==> src/rtl/palette_color_mapper.sv <==
// rtl/palette_color_mapper.sv - three-stage layer priority, palette lookup, background/blank/fade pipeline
module palette_color_mapper #(
    parameter int NUM_LAYERS = 2,
    parameter int IDX_W      = 4,
    parameter int PAL_SETS   = 4,
    parameter int COLOR_W    = 4,
    localparam int PSEL_W    = (PAL_SETS > 1) ? $clog2(PAL_SETS) : 1,
    localparam int AW        = PSEL_W + IDX_W,
    localparam int CW3       = 3 * COLOR_W
) (
    input  logic                         Clk,
    input  logic                         Reset_n,
    input  logic                         pix_valid,
    input  logic [NUM_LAYERS-1:0]        layer_en,
    input  logic [NUM_LAYERS*IDX_W-1:0]  layer_idx,
    input  logic [NUM_LAYERS*PSEL_W-1:0] layer_pal,
    input  logic                         pal_we,
    input  logic [AW-1:0]                pal_waddr,
    input  logic [CW3-1:0]               pal_wdata,
    input  logic [CW3-1:0]               bg_color,
    input  logic [1:0]                   fade,
    output logic [COLOR_W-1:0]           Red,
    output logic [COLOR_W-1:0]           Green,
    output logic [COLOR_W-1:0]           Blue,
    output logic                         out_valid
);

    localparam int DEPTH = PAL_SETS * (2 ** IDX_W);

    // Non-power-of-two set counts leave addresses past the RAM end; fold them
    // back once, which is enough because the address range is below 2*DEPTH.
    function automatic logic [AW-1:0] wrap_addr(input logic [AW-1:0] a);
        if (32'(a) >= DEPTH) begin
            return a - AW'(DEPTH);
        end
        return a;
    endfunction

    logic [CW3-1:0]     mem [DEPTH];

    logic [AW-1:0]      raddr_d, raddr_q;
    logic               hit_d, hit_q;
    logic               v1_q;

    logic [CW3-1:0]     rgb_q;
    logic               hit2_q;
    logic               v2_q;
    logic [1:0]         fade2_q;

    logic [CW3-1:0]     color;
    logic [COLOR_W-1:0] red_d, green_d, blue_d;
    logic [COLOR_W-1:0] red_q, green_q, blue_q;
    logic               out_valid_q;

    // S1 priority: scan from the lowest priority upward so the lowest opaque layer wins
    always_comb begin
        raddr_d = '0;
        hit_d   = 1'b0;
        for (int k = NUM_LAYERS - 1; k >= 0; k--) begin
            if (layer_en[k] && (layer_idx[k*IDX_W +: IDX_W] != '0)) begin
                raddr_d = {layer_pal[k*PSEL_W +: PSEL_W], layer_idx[k*IDX_W +: IDX_W]};
                hit_d   = 1'b1;
            end
        end
    end

    // S1 registers
    always_ff @(posedge Clk or negedge Reset_n) begin
        if (!Reset_n) begin
            raddr_q <= '0;
            hit_q   <= 1'b0;
            v1_q    <= 1'b0;
        end else begin
            raddr_q <= raddr_d;
            hit_q   <= hit_d;
            v1_q    <= pix_valid;
        end
    end

    // Palette write port; contents survive reset so software setup is kept
    always_ff @(posedge Clk) begin
        if (pal_we) begin
            mem[wrap_addr(pal_waddr)] <= pal_wdata;
        end
    end

    // S2 lookup: non-blocking read sees the pre-write word on a same-edge collision
    always_ff @(posedge Clk or negedge Reset_n) begin
        if (!Reset_n) begin
            rgb_q   <= '0;
            hit2_q  <= 1'b0;
            v2_q    <= 1'b0;
            fade2_q <= 2'd0;
        end else begin
            rgb_q   <= mem[wrap_addr(raddr_q)];
            hit2_q  <= hit_q;
            v2_q    <= v1_q;
            fade2_q <= fade;
        end
    end

    // S3 colour select, blanking and per-channel fade shift
    always_comb begin
        color   = hit2_q ? rgb_q : bg_color;
        red_d   = '0;
        green_d = '0;
        blue_d  = '0;
        if (v2_q) begin
            red_d   = color[3*COLOR_W-1 -: COLOR_W] >> fade2_q;
            green_d = color[2*COLOR_W-1 -: COLOR_W] >> fade2_q;
            blue_d  = color[COLOR_W-1   -: COLOR_W] >> fade2_q;
        end
    end

    // S3 output register
    always_ff @(posedge Clk or negedge Reset_n) begin
        if (!Reset_n) begin
            red_q       <= '0;
            green_q     <= '0;
            blue_q      <= '0;
            out_valid_q <= 1'b0;
        end else begin
            red_q       <= red_d;
            green_q     <= green_d;
            blue_q      <= blue_d;
            out_valid_q <= v2_q;
        end
    end

    assign Red       = red_q;
    assign Green     = green_q;
    assign Blue      = blue_q;
    assign out_valid = out_valid_q;

endmodule

==> config.mk <==
export PLATFORM = sky130hd
export DESIGN_NAME = palette_color_mapper
export DESIGN_NICKNAME = d
export VERILOG_FILES = /design/src/rtl/palette_color_mapper.sv
export SDC_FILE = /design/constraint.sdc
export NUM_CORES = 1
export LEC_CHECK = 0
export ABC_AREA = 1
export BUFFER_PORTS_ARGS = -buffer_cell sky130_fd_sc_hd__clkbuf_2
export CORE_UTILIZATION = 35
export DETAILED_ROUTE_END_ITERATION = 8
export PLACE_DENSITY_LB_ADDON = 0.2
export SLEW_MARGIN = 20
export SYNTH_ARGS = -nofsm -noshare
export SYNTH_HDL_FRONTEND = slang
export SYNTH_SLANG_ARGS = --single-unit
==> constraint.sdc <==
create_clock -name Clk -period 1.3 [get_ports Clk]
set_input_delay 0.26 -clock Clk [delete_from_list [all_inputs] [get_ports Clk]]
set_output_delay 0.26 -clock Clk [all_outputs]
set_load 0.01 [all_outputs]
## Word-level counts from Yosys, hierarchy flattened

Memory sizes are Yosys's and may differ from the RTL's. A register that Yosys moved wholly into a read port is not among the register bits.
Cells that the tools add are included.

| storage, ports and cells | value |
|---|---|
| register bits | 25 |
| RAM bits | 768 |
| bits of input ports | 50 |
| output and inout port bits | 13 |
| logic and storage cells | 29 |
| memories kept | 1 |

Memories:

| name | words | width | rd ports | clocked after Yosys merged registers in | wr ports | RTL line | text |
|---|---|---|---|---|---|---|---|
| mem | 64 | 12 | 1 | 1 | 1 | 39 | `logic [CW3-1:0] mem [DEPTH];` |

| cells by class | value |
|---|---|
| shifts and indexed selects | 3 |
| multiplexer cells | 10 |
| reduce and logical (&&, ||, !) cells | 5 |

Operator list:

| operator | number |
|---|---|
| 12-bit two-way mux | 1 |
| 4-bit two-way mux | 3 |
| 6-bit two-way mux | 2 |
| 4-bit by 2-bit >> shifter with 4-bit output | 3 |
| 4-bit nonzero test | 2 |
| 1-bit two-way mux | 4 |
| 1-bit logical AND | 2 |
| 1-bit logical NOT | 1 |

## Longest topological paths before layout

| depth | value |
|---|---|
| word-level depth | 4 |
| mapped depth | 12 |
| mapped depth without buffers | 9 |

## Worst setup path before layout

Ideal clock, no wire load.

| path | value |
|---|---|
| path type | in2reg |
| start point | in pal_we |
| end point | mem mem[48][0] (netlist name), enable pin |
| library setup time | 0.413 ns |
| arrival time | 2.007 ns |
| data required time | 0.887 ns |
| path slack | -1.120 ns |
| stages on the path | 3 |
| path buffers | 1 |
| cells stage by stage | clkbuf_1 nand4_1 nor4_1 |

| on the way | value |
|---|---|
| cells in the longest elaborated chain, start to end | 2 |

RTL lines:

| element | RTL line | text |
|---|---|---|
| start: declaration | 17 | `input logic pal_we,` |
| 1-bit two-way mux | 82 | `if (pal_we) begin` |
| 1-bit two-way mux (not written as such) | 83 | `mem[wrap_addr(pal_waddr)] <= pal_wdata;` |
| end: declaration | 39 |  |

Every way passes these cells.

==> results.md <==
Outcome:
- The flow ran to the end, but the final reports show violations.
- The final reports fail on hold timing, setup timing.

Floorplan:
- The full die area is 0.09493 mm^2.
- The top-level I/O count is 63.
- The core region is 0.09222 mm^2.
- The effective utilization at floorplan is 35.57%.
- In this run the core area contains 111 standard-cell rows.
- The vertical die dimension is 308.1 um.
- The horizontal die dimension is 308.1 um.

Clocking:
- The clock transition time at the flip-flop clock pins of the worst setup and hold paths is 60 ps.
- Counting every sink on the clock net gives 805.
- Clock tree synthesis inserted a total of 89 buffers.
- The source-to-sink clock delay at the later pin of the worst-skew pair is 640 ps.
- The clock tree from TritonCTS is yes.
- The worst-case clock buffer depth is 3.
- The number of H-tree branching levels is 3.
- The buffer cell driving the clock tree root is sky130_fd_sc_hd__clkbuf_16.

Place:
- Once placement finished, the instance area stood at 0.03681 mm^2.
- The total placed cells including tap cells is 4151.
- The detailed placer's ending HPWL is 56770 um.
- The count of buffers added on input and output ports is 62.
- The pre-CTS worst setup slack is -891.1 ps.
- At the end of routability-driven placement, the weighted congestion stood at 0.8709.

Route:
- Dividing the detail-routed via count by the number of cells gives 5.130.
- The vias after detailed routing is 22.38k.
- The count of nets left with antenna violations once routing finished came out at 0.
- After detailed routing, the number of remaining DRC violations is 0.
- The routed wire length per instance is 22.37 um.
- For this run, the detailed router's first-pass iteration total came to 6.
- The iteration-0 DRC count of the detailed router is 2099.
- The routed wire length is 97560 um.

STA:
- The total count of hold-check failures in the final report was 1.
- Setup repair after global routing could not meet its margin everywhere.
- The actual slew at the worst max-slew pin is 609.9 ps.
- The worst setup margin is -644.1 ps.
- The timing-limited maximum frequency is 514.4 MHz.
- The number of max-slew violations in the final report is 0.
- The worst slew margin relative to its limit is 59.29%.
- The number of setup violations in the final report is 25.
- Across the routed clock network, the largest skew measured is 33.00 ps.
- Counting I/O delays and the setup requirement, the final critical path takes 1944 ps.
- Adding up every negative setup slack in the final design gives -8499 ps.
- The share of the clock period used by the worst path is 149.5%.
- The worst hold margin is -8.703 ps.

Critical path:
- The startpoint class of the critical path is a flop.
- The arrival time reported for the critical path endpoint is 2470 ps.
- The startpoint identified for the worst register-to-register timing path is raddr_q[0].
- Tracing the worst setup path back leads to its startpoint at raddr_q[0].
- The reg2reg setup slack is -640 ps.
- The terminus of the critical flop-to-flop path is rgb_q[8].
- STA classifies the critical path endpoint as a flop.
- The endpoint of the worst setup timing path is rgb_q[8].
- Counting cells, the worst reg-to-reg path comes to 11.
- The critical-path maximum fanout is 17.
- The critical path class is reg2reg.
- At the worst endpoint, the required time is 1830 ps.

Synth:
- The post-synthesis cell count is 2781.
- After synthesis the netlist holds a flip-flop and latch count of 805.
- The number of library cell types mapped by synthesis is 20.
- Each instance of the synthesized netlist takes up on average 11.79 um^2.
- The netlist area before placement is 0.03280 mm^2.
- When the netlist entered floorplanning its net count stood at 2831.
- Of the synthesized area, sequential elements account for 73.14%.
- The yosys synthesis warning count is 0.

Global route:
- Global routing used 20.48% of the available tracks.
- The first-pass GRT wire length is 143300 um.
- The number of antenna violations at the first check in global routing came to 2.
- The number of global-route vias before repair is 21.78k.
- The largest net degree at the start of global routing is 65.
- The residual overflow from global routing is 0.

Power and ir drop:
- The highest ir drop seen on vdd is 1.014 mV.
- The static leakage is 15.36 nW.
- Power spread over the standard cell area amounts to 1438 mW/mm^2.

Cells and area:
- The most frequent standard cell in the layout excluding fill and tap cells is sky130_fd_sc_hd__nand2_1.
- The share of post-route cells with drive strength above 1 is 23.16%.
- Measured on the finished design, the core utilization comes to 45.12%.
- In the final layout, the multi-input gates occupy 0.008860 mm^2.
- In the layout the commonest cells are 929 x sky130_fd_sc_hd__nand2_1, 768 x sky130_fd_sc_hd__edfxtp_1, 528 x sky130_fd_sc_hd__nand3_1.
- The count of fill cells added during filler insertion is 8370.
- The final instance area is 0.04161 mm^2.
- Once layout is complete, the cells apart from fillers number 4362.
- The final layout net count is 3094.
- The area taken by flip-flops and latches is 0.02400 mm^2.
- The post-synthesis to final-layout area growth is 26.88%.

Flow run:
- Max-cap violations in this run came to 0.

Worst hold path:
- The class of the most critical hold timing path is in2reg.
-- worst min-delay path by stage --
| stage | cells after the start | endpoint | start |
|---|---|---|---|
| 2_1_floorplan | 0 | Blue[0] | Reset_n |
| 3_3_place_gp | 2 | v1_q | Reset_n |
| 3_5_place_dp | 2 | v1_q | Reset_n |
| 4_1_cts | 3 | hit_q | layer_idx[5] |
| 5_1_grt | 3 | hit_q | layer_idx[4] |
| 6_report | 3 | hit_q | layer_idx[4] |
-- cells in the mapped netlist --
master                     number  area, um^2
sky130_fd_sc_hd__o22ai_1        4       25.02
sky130_fd_sc_hd__buf_1          8       30.03
sky130_fd_sc_hd__nand4_1       10       62.56
sky130_fd_sc_hd__inv_2          1       3.750
sky130_fd_sc_hd__dfrtp_1       37       925.9
sky130_fd_sc_hd__nor4_1         9       56.30
sky130_fd_sc_hd__buf_6         37       416.7
sky130_fd_sc_hd__nand3_1      666        3333
sky130_fd_sc_hd__inv_6          1       8.760
sky130_fd_sc_hd__edfxtp_1     768       23060
sky130_fd_sc_hd__nor2_1        65       244.0
sky130_fd_sc_hd__buf_2         84       420.4
sky130_fd_sc_hd__buf_4         15       112.6
sky130_fd_sc_hd__buf_8          1       15.01
sky130_fd_sc_hd__inv_1         20       75.07
sky130_fd_sc_hd__mux2i_1        4       40.04
sky130_fd_sc_hd__nand2_1     1009        3787
sky130_fd_sc_hd__o21ai_0       13       65.06
sky130_fd_sc_hd__o32ai_1        1       8.760
sky130_fd_sc_hd__clkbuf_1      28       105.1
-- logic make-up (layout without fill, tap and decap cells) --
group,Yosys count,count (layout),share of synthesized area [%]
and+or+nand+nor,1759,1759,22.82
buffers and inverters,195,532,3.620
AOI/OAI and AO/OA,18,18,0.3014
muxes,4,4,0.1221
other,0,1,0
DFF,805,805,73.14
-- power breakdown --
group,leakage (nW),total (mW),internal [mW],switching (mW)
logic,6.62,6.88,2.46,4.42
clock network,1.37,24.0,13.9,10.1
registers,7.36,28.9,28.7,0.215
total,15.4,59.8,45.1,14.7
-- sequential cells by signal (all words and copies together), names as in the netlist --
signal     count
v1_q           1
Green          4
hit_q          1
mem          768
fade2_q        2
hit2_q         1
Blue           4
Red            4
rgb_q         12
v2_q           1
raddr_q        6
out_valid      1
-- layout make-up --
class	count	share of cell area, %
Sequential cell	805	57.68
Inverter	22	0.3067
Timing Repair inverter	2	0.07818
Tap cell	1243	3.737
Timing Repair Buffer	343	10.20
Clock buffer	117	5.908
Antenna cell	1	0.006014
Multi-Input combinational cell	1781	21.29
Clock inverter	48	0.7998
-- critical path, cell delays in order, from the launching register on --
cell,delay [ps]
sky130_fd_sc_hd__dfrtp_4,520
sky130_fd_sc_hd__buf_6,150
sky130_fd_sc_hd__buf_6,120
sky130_fd_sc_hd__bufbuf_16,290
sky130_fd_sc_hd__nand2_1,70
sky130_fd_sc_hd__nand3_1,90
sky130_fd_sc_hd__nand3_2,120
sky130_fd_sc_hd__nand2_2,80
sky130_fd_sc_hd__nand2_1,80
sky130_fd_sc_hd__nand3_2,120
sky130_fd_sc_hd__nand3_1,120
sky130_fd_sc_hd__nand2_1,70
-- through the flow --
stage          hold WS [ps]  power, mW
3_5_place_dp          248.3      35.18
3_3_place_gp          250.7      35.15
6_report             -8.703      59.82
4_1_cts              -53.20      59.87
2_1_floorplan        -35.59      32.44
5_1_grt               15.81      61.80
-- metal layers --
layer / up-vias / global-route usage (%) / share of wire (%)
li1: 10330 / - / -
met1: 11120 / 28.55 / 44
met2: 807 / 32.19 / 46
met3: 118 / 3.800 / 7.5
met4: 0 / 6.676 / 2.4
met5: - / 0 / 0
-- repair_timing --
action	CTS	global route
setup endpoints to repair	26	34
hold endpoints to repair	51	0
pin swaps	55	54
gates resized for setup	169	132
hold buffers	17	0
gates cloned	13	6
buffers inserted	9	1
Power figures use the tool's default switching activity.
